File: src/rtl/multicycle_control.sv
// multicycle_control: Moore sequencer for the multicycle MIPS datapath, one stage per clock, opcode decode in DECODE.
// Latency: R-type/SW/ADDI 4, LW 5, BEQ/J 3 cycles; mem_ready stalls FETCH/MEMRD/MEMWR, MEM_WAIT_MAX bounds a stall.
// Define MC_ADDI_EN to build the ADDIEX/ADDIWB states; otherwise opcode 001000 is flagged illegal.
module multicycle_control #(
  parameter int MEM_WAIT_MAX = 15
) (
  input  logic       clk,
  input  logic       rst_n,
  input  logic [5:0] opcode,
  input  logic [5:0] Funct,
  input  logic       Zero,
  input  logic       mem_ready,
  output logic       IorD,
  output logic       MemWrite,
  output logic       IRWrite,
  output logic       RegDst,
  output logic       MemtoReg,
  output logic       RegWrite,
  output logic       ALUSrcA,
  output logic [1:0] ALUSrcB,
  output logic [2:0] ALUOp,
  output logic [1:0] PCSrc,
  output logic       PCEn,
  output logic       illegal_op,
  output logic       mem_timeout,
  output logic [3:0] state
);

  typedef enum logic [3:0] {
    FETCH   = 4'd0,
    DECODE  = 4'd1,
    MEMADR  = 4'd2,
    MEMRD   = 4'd3,
    MEMWB   = 4'd4,
    MEMWR   = 4'd5,
    EXECUTE = 4'd6,
    ALUWB   = 4'd7,
    BRANCH  = 4'd8,
`ifdef MC_ADDI_EN
    ADDIEX  = 4'd9,
    ADDIWB  = 4'd10,
`endif
    JUMP    = 4'd11
  } state_t;

  localparam logic [5:0] OP_RTYPE = 6'b000000;
  localparam logic [5:0] OP_LW    = 6'b100011;
  localparam logic [5:0] OP_SW    = 6'b101011;
  localparam logic [5:0] OP_BEQ   = 6'b000100;
  localparam logic [5:0] OP_J     = 6'b000010;
`ifdef MC_ADDI_EN
  localparam logic [5:0] OP_ADDI  = 6'b001000;
`endif
  localparam logic [3:0] WAIT_LAST = 4'(MEM_WAIT_MAX - 1);

  state_t     cur, nxt;
  logic [3:0] wait_cnt, wait_cnt_d;
  logic       waiting, timeout;
  logic       irwrite, pcwrite, branch, regwrite, memwrite, illegal;

  // Funct is decoded by the ALU decoder downstream, not by the sequencer.
  logic unused_funct;
  assign unused_funct = ^Funct;

  always_ff @(posedge clk or negedge rst_n) begin
    if (!rst_n) begin
      cur      <= FETCH;
      wait_cnt <= 4'd0;
    end else begin
      cur      <= nxt;
      wait_cnt <= wait_cnt_d;
    end
  end

  always_comb begin
    nxt      = FETCH;
    IorD     = 1'b0;
    RegDst   = 1'b0;
    MemtoReg = 1'b0;
    ALUSrcA  = 1'b0;
    ALUSrcB  = 2'b00;
    ALUOp    = 3'b000;
    PCSrc    = 2'b00;
    irwrite  = 1'b0;
    pcwrite  = 1'b0;
    branch   = 1'b0;
    regwrite = 1'b0;
    memwrite = 1'b0;
    illegal  = 1'b0;
    waiting  = 1'b0;
    case (cur)
      FETCH: begin
        ALUSrcB = 2'b01;
        irwrite = mem_ready;
        pcwrite = mem_ready;
        waiting = !mem_ready;
        nxt     = mem_ready ? DECODE : FETCH;
      end
      DECODE: begin
        ALUSrcB = 2'b11;
        case (opcode)
          OP_RTYPE:     nxt = EXECUTE;
          OP_LW, OP_SW: nxt = MEMADR;
          OP_BEQ:       nxt = BRANCH;
`ifdef MC_ADDI_EN
          OP_ADDI:      nxt = ADDIEX;
`endif
          OP_J:         nxt = JUMP;
          default:      illegal = 1'b1;
        endcase
      end
      MEMADR: begin
        ALUSrcA = 1'b1;
        ALUSrcB = 2'b10;
        if (opcode == OP_LW)      nxt = MEMRD;
        else if (opcode == OP_SW) nxt = MEMWR;
      end
      MEMRD: begin
        IorD    = 1'b1;
        waiting = !mem_ready;
        nxt     = mem_ready ? MEMWB : MEMRD;
      end
      MEMWB: begin
        MemtoReg = 1'b1;
        regwrite = 1'b1;
      end
      MEMWR: begin
        IorD     = 1'b1;
        memwrite = 1'b1;
        waiting  = !mem_ready;
        nxt      = mem_ready ? FETCH : MEMWR;
      end
      EXECUTE: begin
        ALUSrcA = 1'b1;
        ALUOp   = 3'b010;
        nxt     = ALUWB;
      end
      ALUWB: begin
        RegDst   = 1'b1;
        regwrite = 1'b1;
      end
      BRANCH: begin
        ALUSrcA = 1'b1;
        ALUOp   = 3'b001;
        PCSrc   = 2'b01;
        branch  = 1'b1;
      end
`ifdef MC_ADDI_EN
      ADDIEX: begin
        ALUSrcA = 1'b1;
        ALUSrcB = 2'b10;
        nxt     = ADDIWB;
      end
      ADDIWB: regwrite = 1'b1;
`endif
      JUMP: begin
        PCSrc   = 2'b10;
        pcwrite = 1'b1;
      end
      default: nxt = FETCH;
    endcase

    // A stall that hits the limit abandons the instruction without touching PC, IR or memory.
    timeout = waiting && (wait_cnt == WAIT_LAST);
    if (timeout) begin
      nxt      = FETCH;
      irwrite  = 1'b0;
      pcwrite  = 1'b0;
      memwrite = 1'b0;
    end

    // Counter only survives across consecutive waiting cycles of one state.
    wait_cnt_d = 4'd0;
    if (waiting && !timeout)
      wait_cnt_d = (wait_cnt == 4'hF) ? wait_cnt : wait_cnt + 4'd1;
  end

  // Enables are gated by rst_n so they drop the moment reset asserts.
  assign IRWrite     = rst_n & irwrite;
  assign PCEn        = rst_n & (pcwrite | (branch & Zero));
  assign RegWrite    = rst_n & regwrite;
  assign MemWrite    = rst_n & memwrite;
  assign illegal_op  = rst_n & illegal;
  assign mem_timeout = rst_n & timeout;
  assign state       = cur;

endmodule

File: config.mk
export PLATFORM = sky130hd
export DESIGN_NAME = multicycle_control
export DESIGN_NICKNAME = d
export VERILOG_FILES = /design/src/rtl/multicycle_control.sv
export SDC_FILE = /design/constraint.sdc
export NUM_CORES = 1
export LEC_CHECK = 0
export CAP_MARGIN = 25
export CORE_MARGIN = 10
export CORE_UTILIZATION = 42
export CTS_BUF_LIST = sky130_fd_sc_hd__clkbuf_4 sky130_fd_sc_hd__clkbuf_8
export DETAILED_ROUTE_END_ITERATION = 10
export PLACE_DENSITY = 0.82
export SETUP_SLACK_MARGIN = 0.02
export SLEW_MARGIN = 0
export SYNTH_ARGS = -nofsm -noshare
export SYNTH_HDL_FRONTEND = slang
export SYNTH_SLANG_ARGS = --single-unit
File: constraint.sdc
create_clock -name clk -period 2.3 [get_ports clk]
set_input_delay 0.46 -clock clk [delete_from_list [all_inputs] [get_ports clk]]
set_output_delay 0.46 -clock clk [all_outputs]
set_load 0.005 [all_outputs]
After elaboration in Yosys (flattened, before gate mapping)
Cells that the tools add are included.
Widths: inputs -> output; s select.
{"block": "totals", "ff_bits": 8, "input_bits": 16, "out_inout_bits": 21, "elab_cells": 67}
{"block": "op_classes", "n_addsub": 1, "eq_ne": 16, "n_mux": 28, "n_bitwise": 8, "n_reduce_logical": 12}
{"cell": "$pmux 4 s6", "n": 1}
{"cell": "$eq 4x3->1 const B", "n": 4}
{"cell": "$eq 4x4->1 const B", "n": 4}
{"cell": "$pmux 4 s4", "n": 1}
{"cell": "$mux 1", "n": 15}
{"cell": "$eq 6x6->1 const B", "n": 2}
{"cell": "$mux 3", "n": 4}
{"cell": "$mux 4", "n": 3}
{"cell": "$eq 4x2->1 const B", "n": 2}
{"cell": "$pmux 2 s2", "n": 2}
{"cell": "$and 1x1->1", "n": 7}
{"cell": "$eq 6x2->1 const B", "n": 1}
{"cell": "$eq 6x3->1 const B", "n": 1}
{"cell": "$logic_not 6->1", "n": 1}
{"cell": "$pmux 2 s3", "n": 1}
{"cell": "$reduce_or 2->1", "n": 3}
{"cell": "$reduce_or 3->1", "n": 2}
{"cell": "$reduce_or 5->1", "n": 1}
{"cell": "$add 4x1->4 const B", "n": 1}
{"cell": "$eq 4x1->1 const B", "n": 1}
{"cell": "$logic_not 4->1", "n": 1}
{"cell": "$logic_and 1x1->1", "n": 2}
{"cell": "$logic_not 1->1", "n": 2}
{"cell": "$ne 2x2->1 const B", "n": 1}
{"cell": "other kinds (2)", "n": 2}

Logic depth before layout (Yosys ltp)
{"block": "logic_depth", "depth_word": 7, "ltp_mapped": 5, "ltp_nobuf": 5}

Worst setup path before layout
No wires, ideal clock.
{"block": "synth_timing", "path_type": "input to register", "start": "input opcode[0]", "end": "register cur[2] (netlist: state[2])", "setup_time_ns": 0.082, "arrival_ns": 1.769, "t_required_ns": 2.218, "path_slack_ns": 0.449, "stages": 4, "path_buffers": 0, "path_cell_list": "or4_4 or3_4 or3_1 a31oi_1"}
{"block": "synth_via", "elab_chain_len": 5, "word_cells_on_any_way": 11, "classes_between": "eq/ne: 4; mux: 5; reduce/logical: 2"}
{"element": "start, declared", "line": "9", "rtl": "input logic [5:0] opcode,"}
{"element": "$eq 6x6->1 (on tied branches)", "line": "101, 115, 116"}
{"element": "$reduce_or 2->1 / $mux 3 (equally long branches)", "line": "101, 116"}
{"element": "$pmux 4 s4 / $mux 3 (equally long branches)", "line": "101, 115"}
{"element": "$pmux 4 s6 (*)", "line": "91", "rtl": "case (cur)"}
{"element": "$mux 4 (*)", "line": "165", "rtl": "if (timeout) begin"}
{"element": "via nxt[2]", "line": "56", "rtl": "state_t cur, nxt;"}
{"element": "end signal, assigned", "line": "70", "rtl": "cur <= nxt;"}
{"element": "end, declared", "line": "56"}
The timed path passes the listed nets; every way through them passes the cells marked *.
A chain may end at the register's enable or synchronous reset.

Final worst setup path
Same ends and word-level chain as after synthesis.

==> flow_summary_export.csv <==
group,metric,value,unit
outcome,status,"completed",
cts,cts_root_buffer,"clkbuf_4",
pwr,pwr_density_cell,331,nW/µm²
routing,ant_nets,0,
pwr,internal_power,0.000297,W
yosys,synth.area.top_cells,"dfrtp_1, nor2_1, nor3_1",
yosys,ys_ff_latch,8,
yosys,synthCells,105,
sta,max_freq,0.453,GHz
worst_setup_path,rr_worst_depth,11,
worst_setup_path,cp-start-kind,"input port",
pwr,p_leak,0.607,nW
yosys,synthArstFlopShare,100,%
yosys,synth_fp_nets,123,
cts,clock_sinks,8,
floorplanning,pin_count,37,
cells_and_area,syn_to_final_growth,64.8,%
yosys,synth_top_cell_area_share,25.7,%
floorplanning,start_util,44.6,%
worst_setup_path,rr_endpoint,"state[1]$_DFF_PN0_",
worst_setup_path,r2r_start,"state[2]$_DFF_PN0_",
cts,clkTransAtPathRegs,60,ps
routing,wl_per_cell,15.0,µm
grt,grt_start_max_net_pins,13,
floorplanning,die_h,63.0,µm
sta,clock_skew,9.52,ps
worst_setup_path,endpoint_kind,"register",
pwr,power,0.000424,W
placement,gp_congestion,0.774,
cells_and_area,diodes,0,
cells_and_area,nets,170,
cells_and_area,drive_gt1_share,25.3,%
worst_setup_path,crit_type,"in2reg",
run,drv_cap,0,
cts,clock_latency,260,ps
yosys,syn_area,778,µm²
cts,clockBufferDepth,2,
pwr,combPwrFrac,36.7,%
cts,cts_tree,"done",
sta,rsz0062_at_grt,"true",
yosys,ys_types,34,
sta,setup_viol,0,
cts,htree_num_levels,1,
floorplanning,die-area,3970,µm²
grt,antenna_found_initial,0,
min_path,hold_class,"in2async",
pwr,pwr-share-seq,37.0,%
sta,fin_crit_sh,96.0,%
floorplanning,core,1750,µm²
pwr,p_sw_share,30.1,%
yosys,synth_top_cell_by_area,"dfrtp_1",
worst_setup_path,rrSetupSlack,190,ps
sta,layout_setup_ws,91.8,ps
floorplanning,die_w,63.0,µm
placement,dp_hpwl,1940,µm
placement,portBuffers,29,
grt,grt_overflow,0,
grt,grt_usage,12.5,%
worst_setup_path,cp.arrival,2400,ps
sta,finalSetupTns,0,ps
pwr,p_clk_share,26.3,%
worst_setup_path,crit_path_max_fanout,3,
yosys,synth_area_per_cell,7.41,µm²
yosys,ys.flop_type,"dfrtp_1",
yosys,synth_edf_count,0,
pwr,max-vdd-ir-drop,0.000292,V
cts,cts_hold_buf,0,
worst_setup_path,crit_required,2490,ps
sta,slew_viol_final,0,
cts,cts_buffers,3,
grt,grt_pass1_vias,902,
yosys,yosys_warnings,0,
routing,via_per_inst,5.37,
sta,whs,387,ps
floorplanning,row_count,15,
routing,vias,940,
sta,layout_min_cycle_time,2210,ps
pwr,switching_power,0.000127,W
cells_and_area,fill_cells,144,
routing,drtIter0Drc,10,
yosys,yosysSeqAreaShare,25.7,%
grt,grt_pass1_wl,4240,µm
routing,route.final.wire_length,2630,µm
routing,firstDrtPassIters,4,
placement,pre_cts_ws,-349,ps
sta,finalHoldViolations,0,
routing,drc_errors,0,
==> critical path, cell delays in order <==
cell,delay [ps]
clkdlybuf4s50_1,420
or4_4,550
buf_4,150
or3_4,330
or3_1,320
a31oi_1,170
==> logic make-up (layout without fill, tap and decap cells) <==
logic type,count (synthesis),after routing,share of synthesized area (%)
simple gates,59,59,42.1
compound gates,19,19,16.9
buf+inv,11,56,5.79
flops,8,8,25.7
xor+xnor,4,4,4.50
fa+ha+maj,2,2,3.21
other cells,1,1,0.482
mux,1,1,1.29
==> registers in the layout, summed over array words and instances (netlist names) <==
signal	cells
state	4
wait_cnt	4
==> power by group through the flow <==
stage          Clock, W  Combinational [W]  Sequential [W]
3_3_place_gp          0           0.000128        0.000159
5_1_grt        0.000122           0.000169        0.000158
3_5_place_dp          0           0.000133        0.000160
2_1_floorplan         0          0.0000648        0.000156
4_1_cts        0.000109           0.000148        0.000157
6_report       0.000111           0.000156        0.000157
==> area by class of cell <==
cell class,instances,area [µm²],area share (%)
sequential,8,201,15.7
timing repair buffer,51,448,34.9
inverter,2,7.51,0.585
tap,25,31.3,2.44
multi-input combinational,86,572,44.6
clock buffer,3,22.5,1.76
==> placed cells by master (no fill, tap or decap), types with 2 or more instances in the layout <==
| master | count |
|---|---|
| and2_1 | 2 |
| a31oi_1 | 5 |
| buf_4 | 22 |
| xnor2_1 | 4 |
| o211a_1 | 2 |
| inv_1 | 2 |
| nand2b_1 | 5 |
| dfrtp_1 | 7 |
| o21ai_0 | 3 |
| nor3b_1 | 4 |
| clkbuf_4 | 3 |
| ha_1 | 2 |
| nand3b_1 | 3 |
| dlymetal6s2s_1 | 2 |
| clkdlybuf4s50_1 | 20 |
| nand3_1 | 5 |
| dlygate4sd2_1 | 6 |
| a21oi_1 | 2 |
| nor2_1 | 14 |
| nor3_1 | 7 |
| nand2_1 | 6 |
| nor2b_1 | 2 |
==> repair_timing <==
action	CTS	global route
setup buffers	6	1
pin swaps	3	0
setup endpoints to repair	5	12
gates resized for setup	12	9
==> cell usage after synthesis, types with 2 or more instances <==
| master | n |
|---|---|
| nor2_1 | 14 |
| dfrtp_1 | 8 |
| nor3_1 | 8 |
| clkbuf_1 | 7 |
| nand2_1 | 6 |
| nand2b_1 | 6 |
| a31oi_1 | 5 |
| nand3_1 | 5 |
| nor3b_1 | 5 |
| o21ai_0 | 4 |
| xnor2_1 | 4 |
| a21oi_1 | 3 |
| nand3b_1 | 3 |
| nor2b_1 | 3 |
| and2_1 | 2 |
| ha_1 | 2 |
| inv_1 | 2 |
| o211a_1 | 2 |
==> routing by layer <==
layer  vias to the layer above  wire length [µm]  GRT usage, %
li1                        461                 -             -
met1                       430              1070          14.3
met2                        39              1310          22.2
met3                        10               159          3.05
met4                         0                83          3.35
met5                         -                 0             0
==> through the flow <==
step	util, %	cell area [µm²]	instances
floorplan	-	778	105
global placement	67.3	1170	165
detailed placement	67.3	1170	165
CTS	71.9	1250	174
global route	73.5	1280	175
finish	73.5	1280	175
==> how the worst max path moves through the flow <==
| stage | startpoint | end | cells after the start |
|---|---|---|---|
| after floorplan | opcode[0] | state[2]$_DFF_PN0_ | 4 |
| after global placement | mem_ready | mem_timeout | 6 |
| after detailed placement | mem_ready | mem_timeout | 6 |
| after CTS | mem_ready | state[1]$_DFF_PN0_ | 12 |
| after global routing | mem_ready | mem_timeout | 6 |
| final | opcode[0] | state[2]$_DFF_PN0_ | 6 |
Power figures use the tool's default switching activity.
